<file path="config.mk">
export PLATFORM = sky130hd
export DESIGN_NAME = down_counter_timer_flat
export DESIGN_NICKNAME = d
export VERILOG_FILES = /design/src/rtl/down_counter_timer_if.sv /design/src/rtl/down_counter_timer.sv /design/src/flat_wrapper.sv
export SDC_FILE = /design/constraint.sdc
export NUM_CORES = 1
export LEC_CHECK = 0
export ABC_AREA = 1
export BUFFER_PORTS_ARGS = -buffer_cell sky130_fd_sc_hd__buf_4
export CORE_UTILIZATION = 35
export CTS_BUF_LIST = sky130_fd_sc_hd__clkbuf_4 sky130_fd_sc_hd__clkbuf_8 sky130_fd_sc_hd__clkbuf_16
export DETAILED_ROUTE_END_ITERATION = 8
export GPL_ROUTABILITY_DRIVEN = 0
export SLEW_MARGIN = 20
export SYNTH_ARGS = -nofsm -noshare
export SYNTH_HDL_FRONTEND = slang
export SYNTH_SLANG_ARGS = --single-unit
</file>
<file path="constraint.sdc">
create_clock -name clock -period 1.2 [get_ports clock]
set_input_delay 0.06 -clock clock [delete_from_list [all_inputs] [get_ports clock]]
set_output_delay 0.06 -clock clock [all_outputs]
set_load 0.02 [all_outputs]
</file>
<file path="src/rtl/down_counter_timer_if.sv">
// rtl/down_counter_timer_if.sv - control and status bundle for the down counter timer
interface down_counter_timer_if #(
  parameter int WIDTH = 4
);
  logic             load;
  logic [WIDTH-1:0] load_val;
  logic             start;
  logic             stop;
  logic             auto_reload;
  logic [WIDTH-1:0] out;
  logic             busy;
  logic             done;

  modport master (
    output load, load_val, start, stop, auto_reload,
    input  out, busy, done
  );

  modport slave (
    input  load, load_val, start, stop, auto_reload,
    output out, busy, done
  );
endinterface

</file>
<file path="src/rtl/down_counter_timer.sv">
// rtl/down_counter_timer.sv - loadable down counter with start/done handshake and auto-reload
module down_counter_timer #(
  parameter int WIDTH = 4
) (
  input  logic                 clock,
  input  logic                 clear,
  down_counter_timer_if.slave  bus
);

  typedef enum logic {
    IDLE = 1'b0,
    RUN  = 1'b1
  } state_t;

  state_t           state_q, state_d;
  logic [WIDTH-1:0] out_q, out_d;
  logic [WIDTH-1:0] reload_q, reload_d;
  logic             done_q, done_d;
  logic             busy_q;

  always_ff @(posedge clock) begin
    if (!clear) begin
      state_q  <= IDLE;
      out_q    <= '0;
      reload_q <= '0;
      done_q   <= 1'b0;
      busy_q   <= 1'b0;
    end else begin
      state_q  <= state_d;
      out_q    <= out_d;
      reload_q <= reload_d;
      done_q   <= done_d;
      busy_q   <= (state_d == RUN);
    end
  end

  // Priority within a state: stop > load > start/count.
  always_comb begin
    state_d  = state_q;
    out_d    = out_q;
    reload_d = reload_q;
    done_d   = 1'b0;
    case (state_q)
      IDLE: begin
        if (!bus.stop) begin
          if (bus.load) begin
            out_d    = bus.load_val;
            reload_d = bus.load_val;
          end else if (bus.start) begin
            if (out_q != '0) begin
              state_d = RUN;
            end else begin
              done_d = 1'b1;
            end
          end
        end
      end
      RUN: begin
        if (bus.stop) begin
          state_d = IDLE;
        end else if (bus.load) begin
          out_d    = bus.load_val;
          reload_d = bus.load_val;
          done_d   = (bus.load_val == '0);
        end else if (out_q == '0) begin
          // Zero was reached last edge: reload for periodic mode, otherwise retire.
          if (bus.auto_reload && (reload_q != '0)) begin
            out_d = reload_q;
          end else begin
            state_d = IDLE;
          end
        end else begin
          out_d  = out_q - WIDTH'(1);
          done_d = (out_q == WIDTH'(1));
        end
      end
      default: begin
        state_d = IDLE;
      end
    endcase
  end

  assign bus.out  = out_q;
  assign bus.busy = busy_q;
  assign bus.done = done_q;

endmodule

</file>
<file path="src/flat_wrapper.sv">
// flat-port wrapper written by rule: the top's interface ports become plain ports
module down_counter_timer_flat 
#(
  parameter int WIDTH = 4
)
  (clock, clear, bus_load, bus_load_val, bus_start, bus_stop, bus_auto_reload, bus_out, bus_busy, bus_done);
  down_counter_timer_if #(.WIDTH(WIDTH)) bus_i ();
  input  logic clock;
  input  logic clear;
  input wire logic [$bits(bus_i.load)-1:0] bus_load;
  input wire logic [$bits(bus_i.load_val)-1:0] bus_load_val;
  input wire logic [$bits(bus_i.start)-1:0] bus_start;
  input wire logic [$bits(bus_i.stop)-1:0] bus_stop;
  input wire logic [$bits(bus_i.auto_reload)-1:0] bus_auto_reload;
  output wire logic [$bits(bus_i.out)-1:0] bus_out;
  output wire logic [$bits(bus_i.busy)-1:0] bus_busy;
  output wire logic [$bits(bus_i.done)-1:0] bus_done;
  assign bus_i.load = bus_load;
  assign bus_i.load_val = bus_load_val;
  assign bus_i.start = bus_start;
  assign bus_i.stop = bus_stop;
  assign bus_i.auto_reload = bus_auto_reload;
  assign bus_out = bus_i.out;
  assign bus_busy = bus_i.busy;
  assign bus_done = bus_i.done;
  down_counter_timer #(.WIDTH(WIDTH)) u_core (.clock(clock), .clear(clear), .bus(bus_i));
endmodule
</file>
==> impl_metrics.tcl <==
set metrics [dict create \
    finalClockSkew_ns 0.00240 \
    cts_buffer_depth 2 \
    placedCellCount 147 \
    hold_violations 0 \
    area_growth_pct 34.1 \
    worstPathRequired_ns 1.37 \
    drc 0 \
    ir_drop_uv 554 \
    die_area_mm2 0.00204 \
    setup_viol 0 \
    clock_latency_ns 0.27 \
    wire_per_inst_um 9.69 \
    finalCritPeriodShare_pct 98.0 \
    switching_power_w 0.000321 \
    start_util_pct 37.4 \
    outcome "finished, final reports clean" \
    async_reset_ff_share_pct 0 \
    diodes 0 \
    grt-ovfl-total 0 \
    fmax_mhz 850 \
    period_needed_ns 1.18 \
    htree_levels 1 \
    nNetsFinal 139 \
    drive_above_1_share_pct 33.3 \
    fin_hold_ws_ns 0.0568 \
    io_pins 16 \
    postLayoutCoreUtil_pct 50.2 \
    wl_um 1460 \
    whs_path_depth 3 \
    relSlewSlack_pct 85.4 \
    final_cells 151 \
    synth_edf_count 0 \
    grt_pass1_vias 562 \
    grt_start_max_net_pins 9 \
    synthCells 104 \
    critPathLaunchType "flip-flop" \
    worstSetupPathType "reg -> reg" \
    pwr-share-seq_pct 38.2 \
    cts_root_buf "clkbuf_4" \
    yosys_warnings 0 \
    io_buffers 15 \
    powerDensity_mw_per_mm2 1120 \
    worstPathMaxFanout 7 \
    syn_nets 116 \
    ys_seq_area_share_pct 30.7 \
    cts_made_buffers 3 \
    drtIter0Drc 15 \
    viasPerCell 4.58 \
    grt_use_total_pct 16.5 \
    p_sw_share_pct 32.6 \
    rows 15 \
    core-area_mm2 0.00175 \
    hpwl_um 1160 \
    worstPathArrival_ns 1.35 \
    dr_total_vias 691 \
    holdCritPathClass "in -> reg" \
    synth.avg_cell_area_um2 6.28 \
    syn_area_um2 653 \
    maxCapViolations 0 \
    synth_top_flop_cell "dfxtp_1" \
    power_w 0.000984 \
    multi_input_area_um2 405 \
    layout_commonest_cell "nand2_1" \
    yosys.cell_types.count 17 \
    p_leak_nw 0.440 \
    end_kind "flip-flop" \
    cts_setup_buffers 0 \
    layout_common_cells "nand2_1 (26), buf_4 (18), nor2_1 (17)" \
    die_h_um 45.2 \
    p_int_w 0.000664 \
    ctsHoldBuffers 0 \
    rsz0062_at_grt "true" \
    reg2reg_depth 9 \
    grt_pass1_wl_um 2330 \
    die_w_um 45.2 \
    setup-tns-final_ns 0 \
    ys_ff_latch 10 \
    pwr-share-clk_pct 31.6 \
    clkSlewWorstSetupHoldPaths_ns 0.07 \
    firstDrtPassIters 4 \
    ff_latch_area_um2 205 \
    tightest_slew_ns 0.219 \
    cts_tree "built" \
    grt_antenna_before_repair 0 \
    slew_viol_final 0 \
    fillers 189 \
    numClockSinks 10 \
    p_comb_share_pct 30.2 \
    ant_nets 0 \
]
## synth_stat cells, types with 2 or more instances
library cell  number  area [µm²]
dfxtp_1           10         200
nand2_1           26        97.6
o21ai_0            6        30.0
nand2_4            2        22.5
nand2_2            4        25.0
nand3_1            6        30.0
inv_2              4        15.0
a21oi_1            7        35.0
nor2_2             3        18.8
inv_1             12        45.0
ha_1               2        25.0
nor2_1            17        63.8
## final cells by class
type	count	share of cell area (%)
inverter	16	7.14
sequential	10	23.4
multi-input combinational	78	46.3
timing repair buffer	18	15.4
tap	25	3.57
clock buffer	4	4.14
## state kept, by name (all words and copies together), names as in the netlist
signal	cells
u_core.state_q	1
u_core.bus.out	4
u_core.bus.done	1
u_core.reload_q	4
## what timing repair did
| action | CTS | global route |
|---|---|---|
| resized for setup | 2 | 0 |
| pin swaps | 1 | 0 |
| endpoints found under the setup margin | 3 | 5 |
## worst paths after layout
kind	from	endpoint	slack, ns
setup / recovery	u_core.bus.out[1]	u_core.bus.out[2]	0.02
hold / removal	clear	u_core.bus.out[0]	0.06
setup reg to reg	u_core.bus.out[1]	u_core.bus.out[2]	0.02
hold reg to reg	u_core.state_q	u_core.bus.done	0.56
## per-layer routing
metal / share of wire [%] / wire [µm] / up-vias / GRT usage, %
met4: 1.4 / 21 / 0 / 7.27
met3: 6.4 / 93 / 4 / 7.20
met1: 47 / 693 / 302 / 21.3
met5: 0 / 0 / - / 0
met2: 45 / 654 / 15 / 23.8
li1: - / - / 370 / -
## power by group through the flow
stage	Combinational (W)	Sequential (W)	Clock (W)
2_1_floorplan	0.000181	0.000398	0
3_3_place_gp	0.000298	0.000382	0
3_5_place_dp	0.000299	0.000382	0
4_1_cts	0.000301	0.000376	0.000325
5_1_grt	0.000335	0.000379	0.000343
6_report	0.000297	0.000376	0.000311
## worst max-delay path, cell delays in order (launching register included)
cell and delay, ns:
dfxtp_2 0.32, inv_2 0.07, ha_4 0.16, nand2_4 0.09
nor2_4 0.11, nand2_4 0.07, nand3_4 0.10, nand2_1 0.06
nand2_1 0.07, nor2_2 0.03
## cell families (layout without fill, tap and decap cells)
group / after synthesis / count (layout) / share of synthesized area [%]
DFF: 10 / 10 / 30.7
AOI/OAI and AO/OA: 14 / 14 / 10.7
and+or+nand+nor: 62 / 62 / 45.6
buffers and inverters: 16 / 38 / 9.19
adders and majority gates: 2 / 2 / 3.83
## stage by stage
stage	instance area, µm²	setup slack [ns]
floorplan	671	-0.00331
global placement	837	-0.00327
finish	876	0.0237
CTS	876	0.00117
global route	876	-0.0912
detailed placement	837	-0.0121
No activity file was read; power rests on OpenSTA's default activity.
